File: config.mk
export PLATFORM = sky130hd
export DESIGN_NAME = mem_port_arbiter
export DESIGN_NICKNAME = d
export VERILOG_FILES = /design/src/rtl/mem_port_arbiter_pkg.sv /design/src/rtl/mem_port_arbiter_lane_align.sv /design/src/rtl/mem_port_arbiter.sv
export SDC_FILE = /design/constraint.sdc
export NUM_CORES = 1
export LEC_CHECK = 0
export ABC_AREA = 1
export BUFFER_PORTS_ARGS = -buffer_cell sky130_fd_sc_hd__buf_4
export CORE_MARGIN = 5
export CORE_UTILIZATION = 25
export CTS_BUF_LIST = sky130_fd_sc_hd__clkbuf_16
export DETAILED_ROUTE_END_ITERATION = 16
export PLACE_DENSITY_LB_ADDON = 0.2
export SYNTH_ARGS = -nofsm -noshare
export SYNTH_HDL_FRONTEND = slang
export SYNTH_SLANG_ARGS = --single-unit
File: constraint.sdc
create_clock -name clk -period 4.5 [get_ports clk]
set_input_delay 0.45 -clock clk [delete_from_list [all_inputs] [get_ports clk]]
set_output_delay 0.45 -clock clk [all_outputs]
set_load 0.02 [all_outputs]
File: src/rtl/mem_port_arbiter_pkg.sv
// Shared types and constants for the instruction/data memory port arbiter.
// The arbiter, the lane-alignment logic and the surrounding core all import this package.
package mem_port_arbiter_pkg;

   typedef enum logic [1:0] {
      ARB_IDLE      = 2'd0,
      ARB_INST_BUSY = 2'd1,
      ARB_DATA_BUSY = 2'd2,
      ARB_RESP      = 2'd3
   } arbState_e;

   // Encoding of data_rd_wr_ctrl; 2'b11 has no member and is treated as illegal.
   typedef enum logic [1:0] {
      MEM_BYTE = 2'b00,
      MEM_HALF = 2'b01,
      MEM_WORD = 2'b10
   } memSize_e;

   localparam logic [31:0] MEM_ADDR_ALIGN_MASK = 32'hFFFF_FFFC;
   localparam logic [3:0]  BE_FULL             = 4'b1111;

   typedef union packed {
      logic [31:0]      word;
      logic [1:0][15:0] half;
      logic [3:0][7:0]  byte_lane;
   } dataBus_u;

   typedef struct packed {
      logic [6:0] funct7;
      logic [4:0] rs2;
      logic [4:0] rs1;
      logic [2:0] funct3;
      logic [4:0] rd;
      logic [6:0] opcode;
   } instrFields_t;

   typedef union packed {
      logic [31:0]  raw;
      instrFields_t fields;
   } instruction_u;

endpackage

File: src/rtl/mem_port_arbiter_lane_align.sv
// Byte-lane logic for the data port: byte enables, store replication,
// load alignment and misalignment detection. Purely combinational.
module mem_lane_align
   import mem_port_arbiter_pkg::*;
(
   input  logic [1:0]  size_i,
   input  logic [1:0]  addr_lo_i,
   input  logic [1:0]  inst_addr_lo_i,
   input  logic [31:0] wr_data_i,
   input  logic [1:0]  rd_offset_i,
   input  logic [31:0] rdata_i,
   output logic [3:0]  be_o,
   output logic [31:0] wdata_o,
   output logic [31:0] rdata_o,
   output logic        data_misalign_o,
   output logic        inst_misalign_o
);

   dataBus_u wr_bus;
   dataBus_u rep_bus;

   always_comb begin
      wr_bus.word  = wr_data_i;
      rep_bus.word = wr_data_i;
      be_o         = BE_FULL;
      case (size_i)
         MEM_BYTE: begin
            be_o         = 4'b0001 << addr_lo_i;
            rep_bus.word = {4{wr_bus.byte_lane[0]}};
         end
         MEM_HALF: begin
            be_o         = 4'b0011 << addr_lo_i;
            rep_bus.word = {2{wr_bus.half[0]}};
         end
         default: begin
            be_o         = BE_FULL;
            rep_bus.word = wr_bus.word;
         end
      endcase
      wdata_o = rep_bus.word;
   end

   always_comb begin
      case (size_i)
         MEM_BYTE: data_misalign_o = 1'b0;
         MEM_HALF: data_misalign_o = addr_lo_i[0];
         MEM_WORD: data_misalign_o = (addr_lo_i != 2'b00);
         default:  data_misalign_o = 1'b1;
      endcase
   end

   assign inst_misalign_o = (inst_addr_lo_i != 2'b00);

   // Offset is the one latched at grant, so a requester that moves its address mid-cycle is harmless.
   assign rdata_o = rdata_i >> {rd_offset_i, 3'b000};

endmodule

File: src/rtl/mem_port_arbiter.sv
// Arbitrates an instruction-fetch port and a data load/store port onto one
// memory request/ack bus, with round-robin or data-priority, timeout and misalignment errors.
module mem_port_arbiter
   import mem_port_arbiter_pkg::*;
#(
   parameter int TIMEOUT_CYCLES = 255,
   parameter bit RR_EN          = 1'b1
) (
   input  logic        clk,
   input  logic        rst,
   input  logic        clk_en,
   input  logic        inst_rd_en,
   input  logic [31:0] inst_addr,
   output logic        inst_ready,
   output logic [31:0] inst_data,
   input  logic        data_rd_en,
   input  logic        data_wr_en,
   input  logic [31:0] data_addr,
   input  logic [31:0] data_wr,
   input  logic [1:0]  data_rd_wr_ctrl,
   output logic        data_ready,
   output logic [31:0] data_rd,
   output logic        mem_req,
   output logic        mem_we,
   output logic [31:0] mem_addr,
   output logic [3:0]  mem_be,
   output logic [31:0] mem_wdata,
   input  logic        mem_ack,
   input  logic [31:0] mem_rdata,
   output logic        bus_error
);

   localparam logic [15:0] TIMEOUT_LIMIT = 16'(TIMEOUT_CYCLES);

   arbState_e    state_q, state_d;
   logic [15:0]  count_q, count_d;
   logic         last_data_q, last_data_d;
   logic [1:0]   offset_q, offset_d;
   logic         is_write_q, is_write_d;
   logic         mem_req_q, mem_req_d;
   logic         mem_we_q, mem_we_d;
   logic [31:0]  mem_addr_q, mem_addr_d;
   logic [3:0]   mem_be_q, mem_be_d;
   logic [31:0]  mem_wdata_q, mem_wdata_d;
   logic         inst_ready_q, inst_ready_d;
   logic         data_ready_q, data_ready_d;
   logic         bus_error_q, bus_error_d;
   instruction_u inst_data_q, inst_data_d;
   logic [31:0]  data_rd_q, data_rd_d;

   logic [3:0]   lane_be;
   logic [31:0]  lane_wdata;
   logic [31:0]  lane_rdata;
   logic         data_misalign;
   logic         inst_misalign;
   logic         data_pend;
   logic         grant_data;
   logic         grant_inst;
   logic [15:0]  count_inc;
   logic         timeout_hit;

   mem_lane_align u_lane (
      .size_i          (data_rd_wr_ctrl),
      .addr_lo_i       (data_addr[1:0]),
      .inst_addr_lo_i  (inst_addr[1:0]),
      .wr_data_i       (data_wr),
      .rd_offset_i     (offset_q),
      .rdata_i         (mem_rdata),
      .be_o            (lane_be),
      .wdata_o         (lane_wdata),
      .rdata_o         (lane_rdata),
      .data_misalign_o (data_misalign),
      .inst_misalign_o (inst_misalign)
   );

   // On a tie, data wins unless it was the last one served (or always, without round-robin).
   assign data_pend   = data_rd_en | data_wr_en;
   assign grant_data  = data_pend & (~inst_rd_en | ~RR_EN | ~last_data_q);
   assign grant_inst  = inst_rd_en & ~grant_data;
   assign count_inc   = count_q + 16'd1;
   assign timeout_hit = (count_inc == TIMEOUT_LIMIT);

   always_comb begin
      state_d      = state_q;
      count_d      = count_q;
      last_data_d  = last_data_q;
      offset_d     = offset_q;
      is_write_d   = is_write_q;
      mem_req_d    = mem_req_q;
      mem_we_d     = mem_we_q;
      mem_addr_d   = mem_addr_q;
      mem_be_d     = mem_be_q;
      mem_wdata_d  = mem_wdata_q;
      inst_ready_d = 1'b0;
      data_ready_d = 1'b0;
      bus_error_d  = 1'b0;
      inst_data_d  = inst_data_q;
      data_rd_d    = data_rd_q;

      case (state_q)
         ARB_IDLE: begin
            if (grant_data) begin
               last_data_d = 1'b1;
               count_d     = 16'd0;
               offset_d    = data_addr[1:0];
               is_write_d  = data_wr_en;
               if (data_misalign) begin
                  state_d      = ARB_RESP;
                  data_ready_d = 1'b1;
                  bus_error_d  = 1'b1;
                  data_rd_d    = 32'd0;
               end else begin
                  state_d     = ARB_DATA_BUSY;
                  mem_req_d   = 1'b1;
                  mem_we_d    = data_wr_en;
                  mem_addr_d  = data_addr & MEM_ADDR_ALIGN_MASK;
                  mem_be_d    = lane_be;
                  mem_wdata_d = lane_wdata;
               end
            end else if (grant_inst) begin
               last_data_d = 1'b0;
               count_d     = 16'd0;
               if (inst_misalign) begin
                  state_d          = ARB_RESP;
                  inst_ready_d     = 1'b1;
                  bus_error_d      = 1'b1;
                  inst_data_d.raw  = 32'd0;
               end else begin
                  state_d     = ARB_INST_BUSY;
                  mem_req_d   = 1'b1;
                  mem_we_d    = 1'b0;
                  mem_addr_d  = inst_addr & MEM_ADDR_ALIGN_MASK;
                  mem_be_d    = BE_FULL;
                  mem_wdata_d = 32'd0;
               end
            end
         end

         ARB_INST_BUSY: begin
            count_d = count_inc;
            if (mem_ack) begin
               state_d         = ARB_RESP;
               mem_req_d       = 1'b0;
               inst_ready_d    = 1'b1;
               inst_data_d.raw = mem_rdata;
            end else if (timeout_hit) begin
               state_d         = ARB_RESP;
               mem_req_d       = 1'b0;
               inst_ready_d    = 1'b1;
               bus_error_d     = 1'b1;
               inst_data_d.raw = 32'd0;
            end
         end

         ARB_DATA_BUSY: begin
            count_d = count_inc;
            if (mem_ack) begin
               state_d      = ARB_RESP;
               mem_req_d    = 1'b0;
               mem_we_d     = 1'b0;
               data_ready_d = 1'b1;
               if (!is_write_q) begin
                  data_rd_d = lane_rdata;
               end
            end else if (timeout_hit) begin
               state_d      = ARB_RESP;
               mem_req_d    = 1'b0;
               mem_we_d     = 1'b0;
               data_ready_d = 1'b1;
               bus_error_d  = 1'b1;
               data_rd_d    = 32'd0;
            end
         end

         default: begin
            state_d = ARB_IDLE;
         end
      endcase
   end

   always_ff @(posedge clk or posedge rst) begin
      if (rst) begin
         state_q      <= ARB_IDLE;
         count_q      <= 16'd0;
         last_data_q  <= 1'b0;
         offset_q     <= 2'd0;
         is_write_q   <= 1'b0;
         mem_req_q    <= 1'b0;
         mem_we_q     <= 1'b0;
         mem_addr_q   <= 32'd0;
         mem_be_q     <= 4'd0;
         mem_wdata_q  <= 32'd0;
         inst_ready_q <= 1'b0;
         data_ready_q <= 1'b0;
         bus_error_q  <= 1'b0;
         inst_data_q  <= '0;
         data_rd_q    <= 32'd0;
      end else if (clk_en) begin
         state_q      <= state_d;
         count_q      <= count_d;
         last_data_q  <= last_data_d;
         offset_q     <= offset_d;
         is_write_q   <= is_write_d;
         mem_req_q    <= mem_req_d;
         mem_we_q     <= mem_we_d;
         mem_addr_q   <= mem_addr_d;
         mem_be_q     <= mem_be_d;
         mem_wdata_q  <= mem_wdata_d;
         inst_ready_q <= inst_ready_d;
         data_ready_q <= data_ready_d;
         bus_error_q  <= bus_error_d;
         inst_data_q  <= inst_data_d;
         data_rd_q    <= data_rd_d;
      end
   end

   assign inst_ready = inst_ready_q;
   assign inst_data  = inst_data_q.raw;
   assign data_ready = data_ready_q;
   assign data_rd    = data_rd_q;
   assign mem_req    = mem_req_q;
   assign mem_we     = mem_we_q;
   assign mem_addr   = mem_addr_q;
   assign mem_be     = mem_be_q;
   assign mem_wdata  = mem_wdata_q;
   assign bus_error  = bus_error_q;

endmodule

==> metrics.md, run 1 <==
| Metric | Value |
|---|---|
| TritonCTS Sinks | `~160` |
| Layout cells sized above 1 | `between 20 and 30%` |
| Register area share after synthesis | `a little under half` |
| PwrDens | `between 600 and 700 mW/mm2` |
| Setup Total Neg Slack | `0 ps` |
| Post-CTS setup buffer count | `0` |
| Max-Cap Viols | `0` |
| Gr usage total | `~15%` |
| Most frequent cells in the layout | `278 x buf_4, 274 x nand2_1, 157 x dfrtp_1` |
| CP max FO | `32` |
| Largest net degree at the start of global routing | `~120` |
| Post-DP HPWL | `21030 um` |
| Syn_area_per_cell | `7.938 um2` |
| Die height | `192.8 um` |
| Area growth, synth to finish | `34.84%` |
| Asr flop ratio synth | `100.0%` |
| Remaining Overflow, GRT | `0` |
| Worst skew pair latency | `430 ps` |
| DIE WIDTH | `192.8 um` |
| Commonest non-fill, non-tap cell in the layout | `buf_4` |
| WP data arrival | `3110 ps` |
| Global-route wire length before repair | `44020 um` |
| CTS tree | `built` |
| # placed instances | `1720` |
| Total vias in the final route | `a little under 8000` |
| Antenna cells | `0` |
| Fin cells | `1752` |
| Pin slew with the least headroom to its limit | `1281 ps` |
| Starting Density | `25.09%` |
| Worst R2R End | `inst_data[5]` |
| Antenna viol nets, final | `0` |
| Ys flop type | `dfrtp_1` |
| Crit Path Category | `reg2reg` |
| Worst min path class | `in2async` |
| RSZ-0062 raised after global routing | `no` |
| CTS clk-pin slew, worst paths | `70 ps` |
| R2R cell count | `9` |
| Setup Skew | `about 12 ps` |
| Max Fclk | `356.9 MHz` |
| Average wire per standard cell | `16.18 um` |
| Die Area | `about 0.037 mm2` |
| Drt first pass iters | `5` |
| Placeable Area | `roughly 0.033 mm2` |
| Number of fill cells in the layout | `about 3600` |
| Final instance area | `0.01126 mm2` |
| Row Count | `67` |
| Worst vdd ir | `260.6 uV` |
| Top Ports | `roughly 270` |
| Final Hold Violating Endpoints | `0` |
| Worst r2r src | `state_q[0]` |
| Run status | `finished, final reports clean` |
| Period utilisation layout | `62.26%` |
| Setup Viol. Count Final | `0` |
| Reg2reg setup slack | `1700 ps` |
| Multi-input gate area | `0.003697 mm2` |
| IO buf count | `between 200 and 300` |
| Nets@finish | `1434` |
| CTS Buf Count | `17` |
| Initial antenna violation count | `0` |
| H-tree levels | `4` |
| Cells after synthesis | `1052` |
| GPL Wtd Cong | `0.8720` |
| Leakage Power | `5.593 nW` |
| Clock tree buffer depth | `2` |
| Vias in the first global route | `7870` |
| Yosys warning count | `0` |
| Post-CTS Hold Buffers | `0` |
| Number of remaining DRC errors | `0` |
| Avg Vias per Cell | `4.481` |
| Worst relative slew slack | `~14%` |
| Final min period | `2802 ps` |
| Routed WL | `28350 um` |
| EDFF count, synth | `0` |
| Yosys cell types | `44` |
| DP Area | `about 0.011 mm2` |
| Root buffer cell | `clkbuf_16` |
| Critical Path RT | `4810 ps` |
| CP endpoint kind | `flop` |
| Post-CTS resize count | `0` |
| Slew Limit Fails | `0` |
| Synth Register Bits | `157` |
| Drt initial violations | `313` |
| Hold Slack | `~210 ps` |
| Post-Syn Area | `0.008351 mm2` |
| Startpoint Class | `flop` |
| Register area | `0.003929 mm2` |
area by class of cell:
| class | instances | area share [%] |
|---|---|---|
| sequential | 157 | 34.89 |
| timing repair buffer | 279 | 18.71 |
| inverter | 104 | 3.500 |
| tap | 448 | 4.978 |
| clock inverter | 15 | 1.300 |
| clock buffer | 17 | 3.778 |
| multi-input combinational | 732 | 32.84 |
flip-flops by register name, indices dropped and copies added, names as in the netlist, 2 cells and up:
name	count
count_q	16
data_rd	32
mem_wdata	32
inst_data	32
offset_q	2
mem_addr	30
state_q	2
mem_be	4
power breakdown:
group,switching [mW],internal [mW],total (mW)
sequential,0.399,1.97,2.37
combinational,1.90,1.25,3.16
clock,0.639,0.815,1.45
total,2.94,4.04,6.98
synthesized netlist by cell type (2+ instances only):
cell       count  area, um2
nand2_1      274       1028
dfrtp_1      157       3929
inv_1         98      367.9
o21ai_0       96      480.5
nand3_1       92      460.4
nor2_1        81      304.0
o21a_1        41      307.8
or2_2         27      168.9
clkbuf_1      26      97.59
o22ai_1       24      150.1
buf_2         15      75.07
o21ai_1       12      60.06
buf_4          9      67.56
buf_6          9      101.4
mux2_2         9      101.4
nor3_1         9      45.04
o2111ai_1      8      70.07
a211oi_1       7      52.55
nor2_2         7      43.79
a21oi_1        6      30.03
ha_1           6      75.07
inv_2          5      18.77
nand4_1        4      25.02
or2_0          4      25.02
nand2_2        3      18.77
nand3_4        3      52.55
nand2_4        2      22.52
o211ai_1       2      15.01
cells by family after synthesis:
| logic type | count (synthesis) | synth area share, % |
|---|---|---|
| muxes | 9 | 1.214 |
| buffers and inverters | 164 | 8.810 |
| other | 1 | 0.04491 |
| and+or+nand+nor | 512 | 27.09 |
| AOI/OAI and AO/OA | 203 | 14.89 |
| DFF | 157 | 47.05 |
| adders and majority gates | 6 | 0.8990 |
how the worst max path moves through the flow:
stage | from | end | slack (ps)
after floorplan | rst | bus_error | 2060
after global placement | data_rd_wr_ctrl[1] | data_rd[25] | 1450
after detailed placement | data_rd_wr_ctrl[1] | data_rd[30] | 1450
after CTS | state_q[0] | inst_data[1] | 1680
after global routing | state_q[1] | inst_data[10] | 1400
final | state_q[0] | inst_data[5] | 1700
per-stage QoR:
step	total power, mW	utilization (%)	worst slack [ps]
3_5_place_dp	5.603	32.11	1454
6_report	6.983	33.83	1698
4_1_cts	7.092	33.83	1680
2_1_floorplan	4.211	-	2063
5_1_grt	7.460	33.83	1398
3_3_place_gp	5.588	32.11	1455
per-layer routing:
layer	routed length [um]	global-route usage (%)	part of all wire, %	up-vias
met5	0	0	0	-
met3	2207	5.174	7.8	28
met4	434	4.196	1.5	0
met2	12860	23.47	45	247
met1	12850	20.11	45	3674
li1	-	-	-	3902
worst max-delay path, stage by stage, from the launching register on:
cell and delay (ps):
dfrtp_1 420, inv_1 100, ha_1 350, inv_2 120, nor4_2 360, a21oi_1 90, nor2_2 650, nand2_4 380
nand2_1 150, nand2_1 50
Note: power is estimated with default switching activity, not from simulation.
==> run 2: changes to the inputs <==
clock period = 2.47 ns   (was 4.5 ns; I/O delays follow)
==> run 2 against run 1 <==
Effect of this change: sequential cell count stayed put; maximum frequency is 28% higher; global-route usage is 0.16 points higher; cell area is 2.1% higher; routed wire length is 0.82% higher; register-to-register slack worse by 1400 ps; sequential share of layout area is 0.72 points lower; critical endpoint is now data_rd[12]; largest power group unchanged.
==> metrics.md, run 2 (synthesis gave the netlist of run 1 again) <==
| Metric | Value |
|---|---|
| Pin slew with the least headroom to its limit | `between 700 and 800 ps` |
| Leakage Power | `5.701 nW` |
| Placeable Area | `0.03328 mm2` |
| Avg Vias per Cell | `approximately 4.5` |
| Ordered cell list for the critical path | `ha_1 -> nand3_2 -> nor2_4 -> nand4_1 -> nand2_1 -> nand2_1 -> nor2_2 -> nand3_4 -> nand3_4 -> nand2_8 -> nand2_1 -> nand2_1` |
| Setup Viol. Count Final | `0` |
| CTS tree | `built` |
| Clock tree buffer depth | `2` |
| Fin cells | `1772` |
| Commonest non-fill, non-tap cell in the layout | `buf_4` |
| Worst skew pair latency | `430 ps` |
| Number of remaining DRC errors | `0` |
| Total vias in the final route | `7936` |
| Antenna cells | `0` |
| Cell repeated most along the worst path | `nand2_1` |
| PwrDens | `1121 mW/mm2` |
| Area growth, synth to finish | `37.68%` |
| Worst Setup Slack, final | `280.3 ps` |
| # placed instances | `1735` |
| Global-route wire length before repair | `44720 um` |
| Setup Total Neg Slack | `0 ps` |
| Register area | `between 0.003 and 0.004 mm2` |
| Number of fill cells in the layout | `3574` |
| Worst relative slew slack | `47.93%` |
| Die Area | `0.03716 mm2` |
| Most frequent cells in the layout | `292 x buf_4, 274 x nand2_1, 157 x dfrtp_1` |
| Row Count | `67` |
| Final instance area | `roughly 0.011 mm2` |
| Root buffer cell | `clkbuf_16` |
| Crit path largest cell delay | `410 ps` |
| Total power | `about 13 mW` |
| WP data arrival | `2510 ps` |
| RSZ-0062 raised after global routing | `no` |
| CTS clk-pin slew, worst paths | `about 70 ps` |
| Drt initial violations | `463` |
| Remaining Overflow, GRT | `0` |
| Worst min path class | `in2reg` |
| Period utilisation layout | `88.65%` |
| Routed WL | `28580 um` |
| Worst vdd ir | `around 460 uV` |
| Fin util | `34.55%` |
| Critical Path RT | `2790 ps` |
| Max-Cap Viols | `0` |
| Top Ports | `274` |
| Startpoint Class | `flop` |
| CTS Buf Count | `17` |
| GPL Wtd Cong | `0.8153` |
| Final Hold Violating Endpoints | `0` |
| Run status | `finished, final reports clean` |
| DP Area | `roughly 0.011 mm2` |
| Max Fclk | `456.7 MHz` |
| Drt first pass iters | `5` |
| Vias in the first global route | `approximately 8000` |
| Bufs and invs on worst path | `0` |
| Hold Slack | `a little under 80 ps` |
| CP endpoint kind | `flop` |
| Slowest CP cell | `dfrtp_1` |
| IO buf count | `271` |
| Starting Density | `25.09%` |
| TritonCTS Sinks | `157` |
| Multi-input gate area | `0.003717 mm2` |
| Final min period | `around 2200 ps` |
| H-tree levels | `4` |
| CP max FO | `32` |
| Gr usage total | `between 10% and 20%` |
| Initial antenna violation count | `0` |
| Die height | `approximately 190 um` |
| Nets@finish | `1454` |
| Average wire per standard cell | `about 16 um` |
| Slew Limit Fails | `0` |
| Antenna viol nets, final | `0` |
| CP top delay family | `simple AND/OR/NAND/NOR gates` |
| Layout cells sized above 1 | `29.68%` |
| DIE WIDTH | `between 150 and 200 um` |
| Setup Skew | `between 10 and 15 ps` |
| Crit Path Category | `reg2reg` |
| Post-DP HPWL | `around 21000 um` |
| Largest net degree at the start of global routing | `127` |
| Dpl ws | `136.5 ps` |
run 2: changes by cell type in the layout (fill, tap and decap cells not counted), sizes merged:
| cell | change |
|---|---|
| clkinvlp | +2 |
| clkinv | -1 |
| dlygate4sd3 | +1 |
| buf | +19 |
| inv | -1 |
run 2: final cells by class:
| class | instances | share of cell area (%) |
|---|---|---|
| Multi-Input combinational cell | 732 | 32.33 |
| Timing Repair Buffer | 299 | 20.20 |
| Clock inverter | 15 | 1.295 |
| Tap cell | 448 | 4.875 |
| Clock buffer | 17 | 3.700 |
| Sequential cell | 157 | 34.17 |
| Inverter | 104 | 3.428 |
run 2: tightest hold or removal path, stage by stage:
cell     delay [ps]
buf_4           100
nand3_1          70
o21ai_0          60
run 2: report_power, final:
group	internal, mW	switching (mW)
clock network	1.48	1.15
logic	2.42	3.56
registers	3.60	0.669
run 2: worst paths after layout:
| check | slack, ps | cells after the start | from | end |
|---|---|---|---|---|
| worst min-delay path | 80 | 3 | data_wr[7] | mem_wdata[7] |
| worst max-delay path | 280 | 12 | count_q[1] | data_rd[12] |
| worst max register to register | 280 | 12 | count_q[1] | data_rd[12] |
| max in group asynchronous | 1280 | 4 | rst | mem_addr[21] |
| worst min register to register | 480 | 2 | inst_data[30] | inst_data[30] |
| min in group asynchronous | 540 | 4 | rst | data_rd[12] |
run 2: routing by layer:
layer,GRT usage [%],part of all wire (%),vias up
met5,0,0,-
met4,3.730,1.2,0
met3,4.866,7.8,21
met2,23.84,46,233
met1,20.66,45,3738
li1,-,-,3944
run 2: timing repair:
action | CTS | global route
buffers inserted | 0 | 4
hold endpoints to repair | 31 | 0
resized for setup | 0 | 3
hold buffers | 1 | 0
setup endpoints to repair | 0 | 60
==> run 3: changes to the inputs <==
ABC_CLOCK_PERIOD_IN_PS = 2470   (was unset)
BUFFER_PORTS_ARGS = unset   (was -buffer_cell sky130_fd_sc_hd__buf_4)
DONT_BUFFER_PORTS = 1   (was unset)
==> run 3 against run 2 <==
Effect of this change: total power decreased by 13%; maximum frequency decreased by 0.53%; count of clock-buffer cells in the layout unchanged; critical path depth unchanged; sequential share of layout area increased by 6.7 points; final cell count decreased by 15%; sequential cell count unchanged; core utilization decreased by 5.7 points; largest power group is now registers.
==> metrics.md, run 3 (synthesis gave the netlist of run 1 again) <==
| Metric | Value |
|---|---|
| Run status | `finished, final reports clean` |
| H-tree levels | `4` |
| Total vias in the final route | `6964` |
| Drt first pass iters | `5` |
| Crit Path Category | `reg2reg` |
| Setup Viol. Count Final | `0` |
| Fin cells | `1512` |
| Pin slew with the least headroom to its limit | `roughly 630 ps` |
| Starting Density | `25.09%` |
| Gr usage total | `15.00%` |
| Placeable Area | `between 0.03 and 0.04 mm2` |
| Commonest non-fill, non-tap cell in the layout | `nand2_1` |
| Layout cells sized above 1 | `11.47%` |
| Root buffer cell | `clkbuf_16` |
| CTS tree | `built` |
| Routed WL | `roughly 28000 um` |
| Final min period | `about 2200 ps` |
| Average wire per standard cell | `around 18 um` |
| Area growth, synth to finish | `15.07%` |
| Setup Total Neg Slack | `0 ps` |
| Avg Vias per Cell | `4.606` |
| DR top layer | `met4` |
| Slowest CP cell | `dfrtp_1` |
| Worst r2r src | `count_q[1]` |
| PwrDens | `1169 mW/mm2` |
| GPL Wtd Cong | `0.7921` |
| Drt initial violations | `~460` |
| Remaining Overflow, GRT | `0` |
| Die Area | `0.03716 mm2` |
| Min-delay src | `data_wr[3]` |
| CP top delay family | `simple AND/OR/NAND/NOR gates` |
| Worst relative slew slack | `about three fifths` |
| RSZ-0062 raised after global routing | `no` |
| WP data arrival | `between 2000 and 3000 ps` |
| Fin util | `28.87%` |
| Reg2reg setup slack | `270 ps` |
| Slew Limit Fails | `0` |
| Max Fclk | `454.3 MHz` |
| Final Hold Violating Endpoints | `0` |
| Critical Path RT | `roughly 2800 ps` |
| CP endpoint kind | `flop` |
| Endpoint, Worst Hold | `mem_wdata[19]` |
| Row Count | `67` |
| Clock tree buffer depth | `2` |
| R2R cell count | `12` |
| Antenna viol nets, final | `0` |
| Vias in the first global route | `7006` |
| Bufs and invs on worst path | `1` |
| TritonCTS Sinks | `157` |
| Met1 wire length | `about 12000 um` |
| Startpoint Class | `flop` |
| DIE WIDTH | `192.8 um` |
| Largest net degree at the start of global routing | `64` |
| Die height | `a little under 200 um` |
| IO buf count | `0` |
| Setup Skew | `13.25 ps` |
| Worst skew pair latency | `~430 ps` |
| Met2 Wirelength | `approximately 13000 um` |
| Initial antenna violation count | `0` |
| Worst R2R End | `data_rd[5]` |
| Crit path largest cell delay | `420 ps` |
| Post-DP HPWL | `roughly 20000 um` |
| Worst vdd ir | `621.1 uV` |
| CTS clk-pin slew, worst paths | `about 60 ps` |
| Worst min path class | `in2reg` |
| Ordered cell list for the critical path | `ha_1 -> nand3_2 -> o21ai_0 -> nand2_1 -> nor2_1 -> nand2_1 -> nor2_2 -> nand3_4 -> nand3_4 -> buf_4 -> nand3_1 -> nand2_1` |
| Cell repeated most along the worst path | `nand2_1` |
| Nets@finish | `~1200` |
| Global-route wire length before repair | `42530 um` |
| Period utilisation layout | `approximately nine tenths` |
| Max-Cap Viols | `0` |
| Leakage Power | `roughly 4.4 nW` |
| # placed instances | `1465` |
| Most frequent cells in the layout | `274 x nand2_1, 157 x dfrtp_1, 97 x inv_1` |
| DR WL met3 | `3163 um` |
| Top Ports | `274` |
| Hold Crit Depth | `2` |
| Antenna cells | `0` |
| CTS Buf Count | `17` |
| Number of remaining DRC errors | `0` |
| CP max FO | `7` |
==> run 3: worst max path at each step <==
stage / to / from / depth (start not counted)
finish: data_rd[5] / count_q[1] / 12
global route: data_rd[21] / count_q[1] / 12
CTS: data_rd[21] / count_q[1] / 12
detailed placement: inst_data[6] / data_wr_en / 8
global placement: inst_data[3] / data_wr_en / 8
floorplan: bus_error / rst / 1
==> run 3: routing by layer <==
layer	vias up	GRT usage, %
met2	249	23.76
met1	3269	18.54
met4	0	3.401
met5	-	0
met3	11	7.182
li1	3435	-
==> run 3: layout make-up <==
cell class,instances,area [um2]
Multi-Input combinational cell,733,3736
Clock buffer,17,425.4
Tap cell,448,560.5
Sequential cell,157,3929
Timing Repair Buffer,40,432.9
Inverter,104,397.9
Fill cell,3639,23670
Clock inverter,13,127.6
==> run 3: report_power, final <==
group | internal (mW) | switching (mW) | leakage [nW] | total [mW]
Sequential | 3.58 | 2.10 | 2.01 | 5.69
Clock | 1.46 | 1.11 | 0.261 | 2.57
Combinational | 1.13 | 1.85 | 2.13 | 2.97
==> run 3: stage by stage <==
stage | cell area [um2] | total power [mW] | worst slack (ps) | hold slack [ps]
after CTS | 9544 | 11.37 | 130.8 | 2.178
final | 9609 | 11.24 | 268.8 | 25.29
after floorplan | 8358 | 7.671 | 236.1 | 393.9
after detailed placement | 8861 | 8.695 | 129.8 | 235.7
after global routing | 9609 | 12.06 | 4.905 | 1.716
after global placement | 8861 | 8.670 | 190.3 | 244.7
==> run 3: repair_timing <==
item	in CTS	in global routing
buffers inserted	0	3
gates resized for setup	0	5
endpoints found under the setup margin	0	64
endpoints found under the hold margin	31	0
hold buffers	13	0
